### config.mk
export PLATFORM = sky130hd
export DESIGN_NAME = mdv_ctrl
export DESIGN_NICKNAME = d
export VERILOG_FILES = /design/src/rtl/mdv_ctrl.sv
export SDC_FILE = /design/constraint.sdc
export NUM_CORES = 1
export LEC_CHECK = 0
export ABC_AREA = 1
export BUFFER_PORTS_ARGS = -buffer_cell sky130_fd_sc_hd__buf_4
export CAP_MARGIN = 30
export CORE_MARGIN = 2
export CORE_UTILIZATION = 55
export DETAILED_ROUTE_END_ITERATION = 12
export GPL_TIMING_DRIVEN = 0
export PLACE_DENSITY = 0.73
export REMOVE_ABC_BUFFERS = 1
export SYNTH_ARGS = -nofsm -noshare
export SYNTH_HDL_FRONTEND = slang
export SYNTH_SLANG_ARGS = --single-unit
### constraint.sdc
create_clock -name clk -period 4.85 [get_ports clk]
set_input_delay 0.2425 -clock clk [delete_from_list [all_inputs] [get_ports clk]]
set_output_delay 0.2425 -clock clk [all_outputs]
set_load 0.01 [all_outputs]
### src/rtl/mdv_ctrl.sv
// Microdrive CPU-side controller: synchronises the replay block's gap/rx_ready,
// queues received bytes in a FIFO, raises a gap interrupt and drives the select chain.
module mdv_ctrl #(
    parameter int FIFO_AW = 4
) (
    input  logic       clk,
    input  logic       reset,
    input  logic       cpu_wr,
    input  logic       cpu_rd,
    input  logic       cpu_addr,
    input  logic [7:0] cpu_din,
    output logic [7:0] cpu_dout,
    input  logic       mdv_gap,
    input  logic       mdv_rx_ready,
    input  logic [7:0] mdv_din,
    output logic       mdv_sel,
    output logic       mdv_drive,
    output logic       gap_irq,
    input  logic       irq_ack
);
    localparam int DEPTH = 1 << FIFO_AW;

    logic             gap_s1_q, gap_s2_q, gap_h_q;
    logic             rx_s1_q, rx_s2_q, rx_h_q;
    logic             gap_rise, rx_rise;

    logic [7:0]       sel_sr_q, sel_sr_d;
    logic             sel_clk_q, sel_clk_d;

    logic [FIFO_AW:0] wptr_q, wptr_d, rptr_q, rptr_d;
    logic             ovf_q, ovf_d;
    logic             irq_q, irq_d;
    logic [7:0]       dout_q, dout_d;
    logic [7:0]       mem_q [DEPTH];

    logic             empty, full, ctrl_wr, flush, rd_data, do_pop, do_push;
    logic [7:0]       status;
    logic             unused_din;

    assign unused_din = &{1'b0, cpu_din[7:3]};

    // Two-flop synchronisers plus a history flop for rising-edge detection
    always_ff @(posedge clk) begin
        if (reset) begin
            gap_s1_q <= 1'b0;
            gap_s2_q <= 1'b0;
            gap_h_q  <= 1'b0;
            rx_s1_q  <= 1'b0;
            rx_s2_q  <= 1'b0;
            rx_h_q   <= 1'b0;
        end else begin
            gap_s1_q <= mdv_gap;
            gap_s2_q <= gap_s1_q;
            gap_h_q  <= gap_s2_q;
            rx_s1_q  <= mdv_rx_ready;
            rx_s2_q  <= rx_s1_q;
            rx_h_q   <= rx_s2_q;
        end
    end

    assign gap_rise = gap_s2_q & ~gap_h_q;
    assign rx_rise  = rx_s2_q & ~rx_h_q;

    assign empty   = (wptr_q == rptr_q);
    assign full    = (wptr_q[FIFO_AW] != rptr_q[FIFO_AW]) &&
                     (wptr_q[FIFO_AW-1:0] == rptr_q[FIFO_AW-1:0]);
    assign ctrl_wr = cpu_wr & ~cpu_addr;
    assign flush   = ctrl_wr & cpu_din[2];
    assign rd_data = cpu_rd & cpu_addr;
    assign do_pop  = rd_data & ~empty;
    // A pop in the same cycle frees the slot, so a push into a full FIFO still lands
    assign do_push = rx_rise & (~full | do_pop);

    assign mdv_sel   = sel_sr_q[0] | sel_sr_q[1];
    assign mdv_drive = sel_sr_q[0];
    assign gap_irq   = irq_q;
    assign cpu_dout  = dout_q;

    assign status = {2'b00, mdv_sel, full, irq_q, ovf_q, ~empty, gap_s2_q};

    always_comb begin
        sel_sr_d  = sel_sr_q;
        sel_clk_d = sel_clk_q;
        if (ctrl_wr) begin
            sel_clk_d = cpu_din[1];
            if (cpu_din[1] && !sel_clk_q)
                sel_sr_d = {sel_sr_q[6:0], cpu_din[0]};
        end
    end

    always_comb begin
        wptr_d = wptr_q;
        rptr_d = rptr_q;
        ovf_d  = ovf_q;
        if (flush) begin
            wptr_d = '0;
            rptr_d = '0;
            ovf_d  = 1'b0;
        end else begin
            wptr_d = wptr_q + {{FIFO_AW{1'b0}}, do_push};
            rptr_d = rptr_q + {{FIFO_AW{1'b0}}, do_pop};
            if (rx_rise && full && !do_pop)
                ovf_d = 1'b1;
        end
    end

    always_comb begin
        irq_d = irq_q;
        if (gap_rise && mdv_sel)
            irq_d = 1'b1;
        else if (irq_ack)
            irq_d = 1'b0;
    end

    always_comb begin
        dout_d = dout_q;
        if (cpu_rd) begin
            if (cpu_addr)
                dout_d = empty ? 8'h00 : mem_q[rptr_q[FIFO_AW-1:0]];
            else
                dout_d = status;
        end
    end

    always_ff @(posedge clk) begin
        if (reset) begin
            sel_sr_q  <= '0;
            sel_clk_q <= 1'b0;
            wptr_q    <= '0;
            rptr_q    <= '0;
            ovf_q     <= 1'b0;
            irq_q     <= 1'b0;
            dout_q    <= 8'h00;
        end else begin
            sel_sr_q  <= sel_sr_d;
            sel_clk_q <= sel_clk_d;
            wptr_q    <= wptr_d;
            rptr_q    <= rptr_d;
            ovf_q     <= ovf_d;
            irq_q     <= irq_d;
            dout_q    <= dout_d;
        end
    end

    // Storage needs no reset: contents are only visible behind the pointers
    always_ff @(posedge clk) begin
        if (do_push && !flush)
            mem_q[wptr_q[FIFO_AW-1:0]] <= mdv_din;
    end

endmodule

==> reports/metrics.cfg, run 1 <==
[global_route]
groute.usage.overall_pct=22.5
grt_pass1_vias=4549
grt_max_degree=58
overflow=0
grt_first_pass_wirelength_mm=22.7
grt_antenna_before_repair=0

[logic_synthesis]
synth_top_area_share_pct=55.1
synth-edff-count=128
ys_ff_latch=157
syn_area_per_cell_sq_um=9.62
synth.cell_area_sq_um=6970
synth_largest_area_cell=edfxtp_1
yosys_warnings=0
synthTopCellsByArea=edfxtp_1, nand2_1, dfxtp_1
ys.flop_type=edfxtp_1
netlist_instances=725
yosysSeqAreaShare_pct=63.4
synthArstFlopShare_pct=0
synth.distinct_cells=28

[routing]
ant_nets=0
top_layer=met4
dr_wl_met3_microns=761
first_pass_iters=5
route.met2.wl_mm=7.39
vias_per_cell=5.13
vias=4784
drt_iter0_drc=361
wire_per_inst_microns=15.4
remaining_drc_errors=0
drt_wl_total_mm=14.4
wl_met1_mm=6.01

[critical_path]
crit_chain=buf_12 -> xor2_1 -> nor2_2 -> nand3_1 -> inv_2 -> nand2_4 -> nand3_4 -> nor2_1
r2r_cells=8
cp_top_family=simple AND/OR/NAND/NOR gates
critPathMaxStageDelay_ps=870
crit_buf_inv=2
worstSetupPathType=reg -> reg
crit_fanout=47
arrival_ps=3090
critPathSlowestCell=nor2_1
cp-start-kind=flip-flop
cp-end-kind=flip-flop
r2r_start=rptr_q[0]
rrSetupSlack_ps=1790
reg2reg_to=mem_q[9][1]
required_ps=4880

[clock_tree]
hold_buffers=0
clkTransAtPathRegs_ps=60
cts_made_buffers=17
h-tree-depth=4
clockBufferDepth=2
post_cts_buffers=0
root_buffer=clkbuf_16
cts.sinks=157
cts_resized=0
clock_latency_ps=410
tritoncts=built

[sta]
finalSetupViolCount=0
max_freq_mhz=327
tns_ps=0
rsz0062_at_grt=no
worst_slew_pin_slew_ps=1010
finClkSkew_ps=7.38
fin_crit_ps=3060
max-slew-margin-rel_pct=32.8
post-route-period-util_pct=63.1
slew_viol_final=0
finalHoldViolCount=0

[place]
post-dp-hpwl_mm=9.01
portBuffers=29
gp_congestion=0.811

[floorplan]
die_h_microns=117
start_util_pct=55.7
die-area_sq_um=13600
dieWidth_microns=117
rows=41
num_io_pins=35
core_area_sq_um=12500

[cells_and_area]
nNetsFinal=777
areaGrowthSynthToFinish_pct=12.8
num_antenna_cells=0
layout.cells.most_common_list=nand2_1, edfxtp_1, inv_1
mostFrequentLayoutCell=nand2_1
drive_gt1_share_pct=10.9

[worst_hold_path]
hp-class=in -> reg
hp-start=mdv_gap
min_to=gap_s1_q
holdPathStages=3

[power]
cellPowerDensity_nw_per_um2=365
vdd_drop_max_uv=272
power_leakage_uw=0.00334
finalPower_uw=2870

[status]
status=finished, final reports clean

[job]
cap_violations=0

## layer usage
metal  GRT usage, %  up-vias
met5              0        -
met4           7.92        0
met3           4.15       24
met2           40.0      129
met1           27.8     2293
li1               -     2338
## synthesized netlist by cell type (7+ instances only)
library cell / count
inv_1: 126
nand2_1: 242
edfxtp_1: 128
nor2_1: 32
o211ai_1: 8
a21oi_1: 22
dfxtp_1: 29
o21ai_0: 7
nand3_1: 71
nor2_4: 10
buf_2: 10
clkbuf_1: 7
## how the worst max path moves through the flow
stage / start / to / slack [ps] / cells after the start
2_1_floorplan: rptr_q[0] / mem_q[0][0] / 1760 / 7
3_3_place_gp: rptr_q[0] / cpu_dout[4] / 510 / 8
3_5_place_dp: rptr_q[0] / mem_q[9][3] / 1790 / 8
4_1_cts: rptr_q[0] / mem_q[9][0] / 1770 / 8
5_1_grt: rptr_q[0] / mem_q[9][0] / 1640 / 8
6_report: rptr_q[0] / mem_q[9][1] / 1790 / 8
## final cells by class
type                            instances  area (sq um)
Fill cell                             985          4650
Sequential cell                       157          4430
Multi-Input combinational cell        413          1890
Inverter                              129           484
Clock buffer                           19           433
Timing Repair Buffer                   31           265
Tap cell                              172           215
Clock inverter                         12           148
## where the power goes
| part | switching, uW | internal (uW) | leakage (uW) |
|---|---|---|---|
| clock network | 501 | 802 | 0.000272 |
| logic | 65.0 | 32.4 | 0.00168 |
| registers | 6.97 | 1460 | 0.00139 |
| total | 573 | 2300 | 0.00334 |
## logic make-up (layout without fill, tap and decap cells)
| kind of cell | count (synthesis) | after routing | share of synthesized area [%] |
|---|---|---|---|
| buffers and inverters | 155 | 191 | 9.42 |
| AND/OR/NAND/NOR | 366 | 366 | 22.7 |
| adder cells (fa/ha/maj) | 4 | 4 | 0.718 |
| flip-flops | 157 | 157 | 63.4 |
| XOR/XNOR | 6 | 6 | 0.754 |
| AO/OA/AOI/OAI | 37 | 37 | 2.94 |
## stage by stage
step / util (%) / hold WS (ps) / area, sq um / cells / setup slack [ps]
6_report: 62.8 / 31.1 / 7860 / 933 / 1790
5_1_grt: 62.8 / 28.3 / 7860 / 933 / 1640
4_1_cts: 62.8 / 24.2 / 7860 / 933 / 1770
3_5_place_dp: 58.2 / 399 / 7280 / 902 / 1790
3_3_place_gp: 57.8 / 394 / 7230 / 900 / 507
2_1_floorplan: - / 312 / 6800 / 699 / 1760
## tightest hold or removal path, cell delays in order
cell and delay, ps:
buf_4 70, inv_1 30, nor2_1 60
## state kept, by name, summed over array words and instances (netlist names), 2 cells and up
register and cells:
cpu_dout 8, rptr_q 5, sel_sr_q 2, wptr_q 5, mem_q 128
Note: power is estimated with default switching activity, not from simulation.
==> inputs of run 2 (changes only) <==
--- a/config.mk
+++ b/config.mk
@@ -12,7 +12,7 @@
 export CORE_UTILIZATION = 55
 export DETAILED_ROUTE_END_ITERATION = 12
 export GPL_TIMING_DRIVEN = 0
-export PLACE_DENSITY = 0.73
+export PLACE_DENSITY = 0.76
 export REMOVE_ABC_BUFFERS = 1
 export SYNTH_ARGS = -nofsm -noshare
 export SYNTH_HDL_FRONTEND = slang
==> constraint.sdc (replaced) <==
create_clock -name clk -period 2.6 [get_ports clk]
set_input_delay 0.13 -clock clk [delete_from_list [all_inputs] [get_ports clk]]
set_output_delay 0.13 -clock clk [all_outputs]
set_load 0.01 [all_outputs]
==> run 2 against run 1 <==
Non-clock buffer count increased by 9. Via count grew 0.84%. Global-route usage is 0.19 points lower. Count of clock-buffer cells in the layout grew 1. Critical path type unchanged. Critical endpoint is now mem_q[2][0].
==> reports/metrics.cfg, run 2 (synthesis results as in run 1) <==
[place]
gp_congestion=0.778
pre_cts_ws_ps=-333
post-dp-hpwl_mm=8.68
portBuffers=29

[worst_hold_path]
holdPathStages=4
min_to=sel_clk_q
hp-class=in -> reg
hp-start=cpu_wr

[floorplan]
start_util_pct=55.7
die-area_sq_um=13600
rows=41
num_io_pins=35
dieWidth_microns=117
core_area_sq_um=12500
die_h_microns=117

[routing]
vias=4824
wire_per_inst_microns=15.1
vias_per_cell=5.12
top_layer=met4
first_pass_iters=6
route.met2.wl_mm=7.35
drt_iter0_drc=426
dr_wl_met3_mm=1.04
drt_wl_total_mm=14.3
ant_nets=0
remaining_drc_errors=0
wl_met1_mm=5.56

[critical_path]
crit_path_frequent_cell=nor2_2
rrSetupSlack_ps=50
required_ps=2650
worstSetupPathType=reg -> reg
critPathMaxStageDelay_ps=710
crit_chain=xor2_1 -> nor2_2 -> nand3_1 -> inv_2 -> nand2_4 -> nand3_4 -> nor2_2
r2r_cells=7
critPathSlowestCell=dfxtp_2
r2r_start=rptr_q[0]
cp.depth=7
cp-start-kind=flip-flop
crit_fanout=29
cp-end-kind=flip-flop
crit_buf_inv=1
cp_top_family=simple AND/OR/NAND/NOR gates
arrival_ps=2590
reg2reg_to=mem_q[2][0]

[cells_and_area]
layout.cells.most_common_list=nand2_1, edfxtp_1, inv_1
fillers=944
final_util_pct=64.2
nNetsFinal=786
drive_gt1_share_pct=11.5
areaGrowthSynthToFinish_pct=15.2
num_antenna_cells=0
mostFrequentLayoutCell=nand2_1
largest_register_ffs=128

[sta]
max-slew-margin-rel_pct=51.0
finalHoldViolCount=0
worst_slack_ps=53.3
fin_crit_ps=2550
max_freq_mhz=393
finClkSkew_ps=10.0
slew_viol_final=0
worst_slew_pin_slew_ps=732
finalSetupViolCount=0
rsz0062_at_grt=yes
tns_ps=0
post-route-period-util_pct=98.0

[clock_tree]
cts_made_buffers=17
tritoncts=built
cts.sinks=157
post_cts_buffers=0
root_buffer=clkbuf_16
clkTransAtPathRegs_ps=60
clockBufferDepth=2
clock_latency_ps=420
h-tree-depth=4

[status]
status=finished, final reports clean

[power]
cellPowerDensity_nw_per_um2=692
vdd_drop_max_uv=506
finalPower_uw=5560
power_leakage_uw=0.00341

[global_route]
groute.usage.overall_pct=22.3
grt_first_pass_wirelength_mm=22.3
grt_antenna_before_repair=0
grt_max_degree=58
grt_pass1_vias=4562
overflow=0

[job]
cap_violations=0

-- run 2: changes by cell type in the layout (fill, tap and decap cells not counted) --
| cell | previous run | this run |
|---|---|---|
| buf_12 | 1 | 2 |
| bufinv_16 | 3 | 5 |
| clkbuf_1 | 2 | 3 |
| clkinv_1 | 2 | 3 |
| clkinv_2 | 3 | 1 |
| clkinvlp_4 | 4 | 3 |
| dfxtp_2 | 2 | 1 |
| dfxtp_4 | 0 | 1 |
| dlygate4sd3_1 | 0 | 8 |
| nor2_1 | 32 | 26 |
| nor2_2 | 1 | 7 |
-- run 2: cell type report --
cell class | instances | area (sq um) | share of cell area [%]
Tap cell | 172 | 215 | 2.68
Timing Repair Buffer | 40 | 365 | 4.55
Clock buffer | 20 | 437 | 5.44
Inverter | 129 | 484 | 6.03
Clock inverter | 12 | 194 | 2.41
Multi-Input combinational cell | 413 | 1910 | 23.7
Sequential cell | 157 | 4430 | 55.1
-- run 2: where the power goes --
| group | total [uW] | internal [uW] | switching, uW | leakage (uW) |
|---|---|---|---|---|
| Clock | 2620 | 1690 | 923 | 0.000295 |
| Sequential | 2740 | 2730 | 13.3 | 0.00139 |
| Combinational | 192 | 68.6 | 124 | 0.00173 |
| Total | 5560 | 4500 | 1060 | 0.00341 |
-- run 2: tightest hold or removal path: cells and delay by family --
kind | cells | cell delay, ps
buffers and inverters | 1 | 80
and+or+nand+nor | 2 | 120
AOI/OAI and AO/OA | 1 | 60
-- run 2: per-layer routing --
layer	global-route usage, %	vias to the layer above
met3	5.50	29
met4	10.5	0
met1	27.3	2250
met2	37.6	184
met5	0	-
li1	-	2361
-- run 2: per-stage QoR --
step | instance area [sq um] | instances | hold WS, ps
2_1_floorplan | 6800 | 699 | 199
3_3_place_gp | 7230 | 900 | 330
3_5_place_dp | 7280 | 902 | 338
4_1_cts | 8010 | 942 | 14.8
5_1_grt | 8030 | 943 | 17.4
6_report | 8030 | 943 | 26.7
-- run 2: how the worst max path moves through the flow --
stage,start,to,slack (ps)
floorplan,rptr_q[0],mem_q[0][0],-490
global placement,rptr_q[0],cpu_dout[2],-1650
detailed placement,rptr_q[1],mem_q[2][2],-330
CTS,rptr_q[0],mem_q[2][0],40
global route,rptr_q[2],mem_q[0][0],-70
finish,rptr_q[0],mem_q[2][0],50
-- run 2: repair_timing --
action / in CTS / in global routing
hold buffers: 8 / 0
gates resized for setup: 7 / 0
hold endpoints to repair: 12 / 0
setup endpoints to repair: 48 / 44
gates cloned: 0 / 0
==> inputs of run 3 (changes only) <==
--- a/config.mk
+++ b/config.mk
@@ -14,6 +14,7 @@
 export GPL_TIMING_DRIVEN = 0
 export PLACE_DENSITY = 0.76
 export REMOVE_ABC_BUFFERS = 1
+export SETUP_SLACK_MARGIN = 0.3
 export SYNTH_ARGS = -nofsm -noshare
 export SYNTH_HDL_FRONTEND = slang
 export SYNTH_SLANG_ARGS = --single-unit
==> run 3 against run 2 <==
Non-clock buffer count rose by 31. Clock power barely moved. Clock skew barely moved. Final cell count rose by 3.3%. Combinational power rose by 11%. Hold slack got worse by 1.1 ps. Design area rose by 5.2%. Critical path type unchanged. Largest power group unchanged.
==> reports/metrics.cfg, run 3 (synthesis results as in run 1) <==
[global_route]
grt_max_degree=58
grt_pass1_vias=4832
overflow=0
grt_first_pass_wirelength_mm=24.5
grt_antenna_before_repair=0
groute.usage.overall_pct=24.7

[clock_tree]
tritoncts=built
cts.sinks=157
clkTransAtPathRegs_ps=60
clockBufferDepth=2
clock_latency_ps=420
h-tree-depth=4
cts_made_buffers=17
root_buffer=clkbuf_16

[floorplan]
rows=41
start_util_pct=55.7
die_h_microns=117
num_io_pins=35
dieWidth_microns=117
core_area_sq_um=12500
die-area_sq_um=13600

[cells_and_area]
final_util_pct=67.5
mostFrequentLayoutCell=nand2_1
nNetsFinal=817
num_antenna_cells=0
stdcell_count=974
layout.cells.most_common_list=nand2_1, edfxtp_1, inv_1
fillers=845
largest_register_ffs=128
drive_gt1_share_pct=15.1
areaGrowthSynthToFinish_pct=21.2

[sta]
fin_crit_ps=2360
tns_ps=0
worst_slew_pin_slew_ps=694
post-route-period-util_pct=90.7
finClkSkew_ps=10.5
slew_viol_final=0
finalHoldViolCount=0
finalSetupViolCount=0
rsz0062_at_grt=no
max-slew-margin-rel_pct=53.5
max_freq_mhz=424

[critical_path]
critPathSlowestCell=dfxtp_4
critPathMaxStageDelay_ps=410
cp-end-kind=flip-flop
crit_path_frequent_cell=ha_1
arrival_ps=2680
worstSetupPathType=reg -> reg
cp-start-kind=flip-flop
required_ps=2920
crit_fanout=13
crit_chain=xor2_1 -> nor2_1 -> nand3_2 -> nand2_2 -> inv_1 -> ha_1 -> ha_1 -> or2_2 -> a21oi_1

[power]
pwr-share-seq_pct=49.0
cell_internal_pwr_uw=4500
vdd_drop_max_uv=501
cellPowerDensity_nw_per_um2=662
clock_power_share_pct=47.2
p_switching_uw=1100
power_leakage_uw=0.00362
sw_frac_of_total_pct=19.6
pwr-share-comb_pct=3.8

[place]
dp_cells=902
portBuffers=29
post-dp-hpwl_mm=8.68
gp_congestion=0.778

[job]
cap_violations=0

[worst_hold_path]
hp-class=in -> reg

[status]
status=finished, final reports clean

[routing]
drt_iter0_drc=673
remaining_drc_errors=0
wire_per_inst_microns=17.6
ant_nets=0
first_pass_iters=7
vias_per_cell=5.41
vias=5265
drt_wl_total_mm=17.1

## run 3: critical path, delay by kind of cell, from the launching register on
kind / cells / cell delay [ps]
simple gates: 4 / 910
buf+inv: 1 / 90
flops: 1 / 410
fa+ha+maj: 2 / 470
compound gates: 1 / 210
xor+xnor: 1 / 180
## run 3: area by class of cell
| type | count | area (sq um) | share of cell area [%] |
|---|---|---|---|
| multi-input combinational | 413 | 1940 | 22.9 |
| timing repair buffer | 71 | 744 | 8.81 |
| clock buffer | 20 | 437 | 5.17 |
| clock inverter | 12 | 194 | 2.30 |
| inverter | 129 | 487 | 5.76 |
| tap | 172 | 215 | 2.55 |
| sequential | 157 | 4440 | 52.5 |
## run 3: path summary, 6_finish.rpt
path / to / depth (start not counted) / start / slack [ps]
worst max-delay path: rptr_q[2] / 9 / rptr_q[2] / 240
worst min-delay path: sel_clk_q / 4 / cpu_wr / 30
worst max register to register: rptr_q[2] / 9 / rptr_q[2] / 240
worst min register to register: gap_s2_q / 2 / gap_s1_q / 410
## run 3: repair_timing
| item | in CTS | in global routing |
|---|---|---|
| resized for setup | 16 | 1 |
| hold buffers | 8 | 0 |
| endpoints found under the setup margin | 140 | 132 |
| hold endpoints to repair | 12 | 0 |
| pin swaps | 9 | 0 |
| setup buffers | 25 | 7 |
## run 3: power by group through the flow
stage          clock (uW)  combinational (uW)  sequential, uW
2_1_floorplan           0                79.3            2800
3_3_place_gp            0                 167            2800
3_5_place_dp            0                 178            2800
4_1_cts              2630                 195            2740
5_1_grt              2730                 230            2740
6_report             2640                 213            2740
## run 3: per-stage QoR
step                total power [uW]  worst slack, ps  instance area [sq um]  hold slack [ps]
floorplan                       2880             -487                   6800              199
global placement                2970            -1650                   7230              330
detailed placement              2980             -333                   7280              338
CTS                             5570              307                   8360             14.8
global route                    5710              192                   8450             19.6
finish                          5590              243                   8450             25.7
## run 3: metal layers
metal | vias to the layer above | part of all wire (%) | GRT usage, %
met4 | 0 | 5.0 | 10.7
met2 | 298 | 51 | 42.6
met3 | 86 | 8.0 | 5.50
li1 | 2429 | - | -
met1 | 2452 | 36 | 30.0
met5 | - | 0 | 0
